`config.mk`:
```
export PLATFORM = sky130hd
export DESIGN_NAME = alu_seq_ctrl
export DESIGN_NICKNAME = d
export VERILOG_FILES = /design/src/rtl/alu_seq_ctrl.sv
export SDC_FILE = /design/constraint.sdc
export NUM_CORES = 1
export LEC_CHECK = 0
export ABC_AREA = 1
export CAP_MARGIN = 20
export CORE_MARGIN = 3
export CORE_UTILIZATION = 42
export DETAILED_ROUTE_END_ITERATION = 10
export GPL_TIMING_DRIVEN = 0
export PLACE_DENSITY = 0.95
export SYNTH_ARGS = -nofsm -noshare
export SYNTH_HDL_FRONTEND = slang
export SYNTH_SLANG_ARGS = --single-unit
```
`constraint.sdc`:
```
create_clock -name clk -period 3.28 [get_ports clk]
set_clock_uncertainty 0.1 [all_clocks]
set_input_delay 0.328 -clock clk [delete_from_list [all_inputs] [get_ports clk]]
set_output_delay 0.328 -clock clk [all_outputs]
set_load 0.1 [all_outputs]
```
`src/rtl/alu_seq_ctrl.sv`:
```
// Two-requester round-robin sequencer for a shared registered ALU.
// Issues one operation at a time, waits out the ALU latency and returns the result.
module alu_seq_ctrl #(
  parameter int ALU_LAT = 1,
  parameter int CNT_W   = 16
) (
  input  logic             clk,
  input  logic             rst_n,
  input  logic             req0_valid,
  output logic             req0_ready,
  input  logic [3:0]       req0_op,
  input  logic [15:0]      req0_a,
  input  logic [15:0]      req0_b,
  input  logic [15:0]      req0_c,
  input  logic             req1_valid,
  output logic             req1_ready,
  input  logic [3:0]       req1_op,
  input  logic [15:0]      req1_a,
  input  logic [15:0]      req1_b,
  input  logic [15:0]      req1_c,
  output logic             rsp_valid,
  input  logic             rsp_ready,
  output logic             rsp_id,
  output logic             rsp_wide,
  output logic [31:0]      rsp_data,
  output logic [15:0]      alu_a,
  output logic [15:0]      alu_b,
  output logic [15:0]      alu_c,
  output logic [3:0]       alu_s,
  input  logic [15:0]      alu_d,
  input  logic [31:0]      alu_e,
  output logic             busy,
  output logic [CNT_W-1:0] done_cnt
);

  localparam int WC_W = (ALU_LAT < 2) ? 1 : $clog2(ALU_LAT + 1);

  typedef enum logic [1:0] {
    IDLE,
    WAIT,
    RESP
  } state_t;

  state_t            state, state_nxt;
  logic              rr_ptr;
  logic [WC_W-1:0]   wait_cnt;
  logic              gnt_any;
  logic              gnt_id;
  logic              accept;
  logic              capture;
  logic              complete;

  // Contention resolves to rr_ptr; a lone valid wins outright.
  always_comb begin
    gnt_any    = req0_valid | req1_valid;
    gnt_id     = (req0_valid && req1_valid) ? rr_ptr : req1_valid;
    accept     = (state == IDLE) && gnt_any;
    capture    = (state == WAIT) && (wait_cnt == '0);
    complete   = (state == RESP) && rsp_ready;
    req0_ready = accept && !gnt_id;
    req1_ready = accept && gnt_id;
  end

  always_comb begin
    state_nxt = state;
    unique case (state)
      IDLE:    if (accept)   state_nxt = WAIT;
      WAIT:    if (capture)  state_nxt = RESP;
      RESP:    if (complete) state_nxt = IDLE;
      default: state_nxt = IDLE;
    endcase
  end

  assign busy      = (state != IDLE);
  assign rsp_valid = (state == RESP);

  always_ff @(posedge clk or negedge rst_n) begin
    if (!rst_n) begin
      state <= IDLE;
    end else begin
      state <= state_nxt;
    end
  end

  always_ff @(posedge clk or negedge rst_n) begin
    if (!rst_n) begin
      rr_ptr   <= 1'b0;
      wait_cnt <= '0;
      done_cnt <= '0;
      rsp_id   <= 1'b0;
      rsp_wide <= 1'b0;
      rsp_data <= '0;
      alu_a    <= '0;
      alu_b    <= '0;
      alu_c    <= '0;
      alu_s    <= '0;
    end else begin
      if (accept) begin
        alu_s    <= gnt_id ? req1_op : req0_op;
        alu_a    <= gnt_id ? req1_a  : req0_a;
        alu_b    <= gnt_id ? req1_b  : req0_b;
        alu_c    <= gnt_id ? req1_c  : req0_c;
        rsp_id   <= gnt_id;
        wait_cnt <= WC_W'(ALU_LAT);
      end
      if (state == WAIT) begin
        if (capture) begin
          // Only the field the opcode class writes is valid; the other may be stale.
          rsp_wide <= (alu_s[3:2] == 2'b11);
          rsp_data <= (alu_s[3:2] == 2'b11) ? alu_e : {16'h0000, alu_d};
        end else begin
          wait_cnt <= wait_cnt - 1'b1;
        end
      end
      if (complete) begin
        done_cnt <= done_cnt + 1'b1;
        rr_ptr   <= ~rsp_id;
      end
    end
  end

endmodule

```
==> results.md <==
- Top cells by area, synth: dfrtp_1 56%, nand2_1 19%, nand3_1 8.1%
- Netlist Area Pre-Place: 4700 µm²
- Area occupied by multi-input gates: ~1800 µm²
- Crit Path Max Fanout: 10
- Yosys reg bits: 106
- DP HPWL: 12.1 mm
- Post-CTS Setup Inserts: 0
- FILL cells: 780
- Post-synthesis simple-gate area fraction: a little under a third
- Reg2reg path depth: 8
- RSZ-0062 raised after global routing: false
- Row cnt: 37
- Crit path buf inv count: 4
- CTS tree: built
- H-tree depth: 3
- Vias in the first global route: 4951
- DR vias: 4861
- Sink Count: approximately 110
- Fraction of layout cells with a size suffix above 1: roughly 5.7%
- Slowest-stage cell, CP: clkdlybuf4s50_1
- DRT Wirelength: around 16 mm
- Tcrit/Tclk final: around 96%
- Final #Nets: ~1000
- Synth-to-Final Area Change: 63.9%
- Core ar.: between 10000 and 15000 µm²
- Chip height: between 100 and 150 µm
- Largest net degree at the start of global routing: between 60 and 70
- XOR/XNOR Fraction of Synth Area: 1.86%
- Cells after synthesis: ~570
- Cell Count, Final, Fillers Out: ~980
- Antenna violations before repair: 0
- Maxcap violations: 0
- Total CTS buffers: 9
- CP peak stage delay: 1.14 ns
- Status: completed
- Number of cells on the critical path: 7
- Routability cong.: 0.879
- Tmin final: ~3.1 ns
- Crit Path Class: reg2out
- Antenna Violating Nets Remaining: 0
- Drt wl/cell: around 16 µm
- Clock root cell: clkbuf_8
- Family with the most delay on the worst path: buffers and inverters
- Full die area: roughly 12000 µm²
- Syn nets: 726
- Syn. warnings: 0
- All-Layer GR Usage: around a quarter
- IO Pins: roughly 260
- ANT cells: 0
- First-pass iteration count of the detailed router: 5
- Synth Area in Adders: 0.266%
- Highest Clock Rate: between 300 and 400 MHz
- Initial Util: 44.3%
- CP Launch Type: register
- Crit. End Element: output pin
- First-pass GRT wire length: about 25 mm
- Reg clk slew, reported paths: 0.10 ns
- Synth area leader: dfrtp_1
- CP cell instances: inv_2 -> nand2_1 -> nor2_2 -> and2_1 -> buf_4 -> buf_6 -> clkdlybuf4s50_1
- Compound-gate portion of the synthesized area: under 10%
- Post-synthesis cell type count: 24
- CP required: ~2.9 ns
- Syn_area_per_cell: slightly above 8 µm²
- PortBufs: 262
- CTS Buffer Depth: 2
- Worst-Skew Late Latency: 0.37 ns
- Slew HR: about a third
- Register area share after synthesis: a little under three fifths
- Initial DRC Count: 290
- Post-synthesis mux area share: 0%
- Data arrival time of the worst path: ~2.7 ns
- Vias per std cell: between 4 and 5
- Die width: around 110 µm
- Post-synth top area share: 56.5%
- Reg2reg start: state[1]$_DFFE_PN0P_
- Sequential Area: approximately 2700 µm²
- GR Overflow Total: 0
- Worst Tran Pin Value: 1.01 ns
- # placed instances: between 900 and 1000
- Final routed DRC violation total: 0
- Largest family of logic cells by synthesized area: simple AND/OR/NAND/NOR gates
- Hold crit path type: in2async
- Slew Viols, Final: 0
- Crit path launch: state[1]$_DFFE_PN0P_
- Final setup violation count: 0
- Hold Violations, Final: 0
## flip-flops by register name, indices dropped and copies added (netlist names)
signal and flops:
rr_ptr 1, alu_a 16, alu_b 16, alu_s 4, wait_cnt 1, rsp_wide 1
rsp_data 32, done_cnt 16, rsp_id 1, state 2, alu_c 16
## cell usage in the layout, fill, tap and decap left out, types with 11 or more instances in the layout
master / instances
clkdlybuf4s50_1: 260
buf_2: 16
inv_1: 16
dfrtp_1: 106
nand2_1: 240
o21ai_1: 19
clkbuf_8: 11
nand3_1: 76
o21ai_0: 18
nor2_1: 32
## metrics by stage
stage	area, µm²	utilization [%]	hold slack (ns)	TNS [ns]	worst slack [ns]
after detailed placement	7520	70.9	0.254	0	0.0968
after floorplan	4700	-	-0.0676	0	0.846
final	7700	72.6	0.390	0	0.141
after global placement	7490	70.7	0.361	-233.51	-2.21
after CTS	7700	72.6	0.384	0	0.0120
after global routing	7700	72.6	0.389	0	0.0195
## layer usage
metal	track usage, %	vias to the layer above	wire (µm)
met5	0	-	0
met4	7.79	0	355
met3	7.23	29	1310
met2	44.1	222	7990
met1	27.7	2256	5910
li1	-	2354	-
## cell families (layout without fill, tap and decap cells)
logic type / count (synthesis) / in the layout
compound gates: 41 / 41
xor+xnor: 10 / 10
fa+ha+maj: 1 / 1
buf+inv: 50 / 329
flops: 106 / 106
simple gates: 360 / 360
## final timing paths
kind	to	slack, ns
min	done_cnt[9]$_DFFE_PN0P_	0.39
max reg2reg	alu_b[0]$_DFFE_PN0P_	1.68
min reg2reg	rsp_data[26]$_DFFE_PN0P_	0.39
max in group asynchronous	rsp_data[20]$_DFFE_PN0P_	1.98
min in group clk	rsp_data[26]$_DFFE_PN0P_	0.39
max	req1_ready	0.14
## cell usage after synthesis (all sizes together)
library cell	instances
nand4	4
xnor2	3
buf	23
dfrtp	106
nor2	35
a21boi	1
nand3	76
o21ai	37
nor3	4
a21o	1
o31ai	1
ha	1
clkbuf	5
inv	22
xor2	7
a21oi	1
nand2	240
and2	1
## timing repair
action                                  in CTS  in global routing
endpoints found under the setup margin       0                  1
hold buffers                                 1                  0
hold endpoints to repair                    40                  0
gates resized for setup                      0                  1
## final cells by class
class	instances	share of cell area (%)
timing repair buffer	264	34.5
sequential	106	34.4
multi-input combinational	412	23.3
buffer	28	2.21
tap	136	2.21
clock buffer	13	2.06
inverter	22	1.07
clock inverter	2	0.162
Power is not shown: default switching activity piles up to over one toggle a cycle in this logic, so the estimate is an artifact.
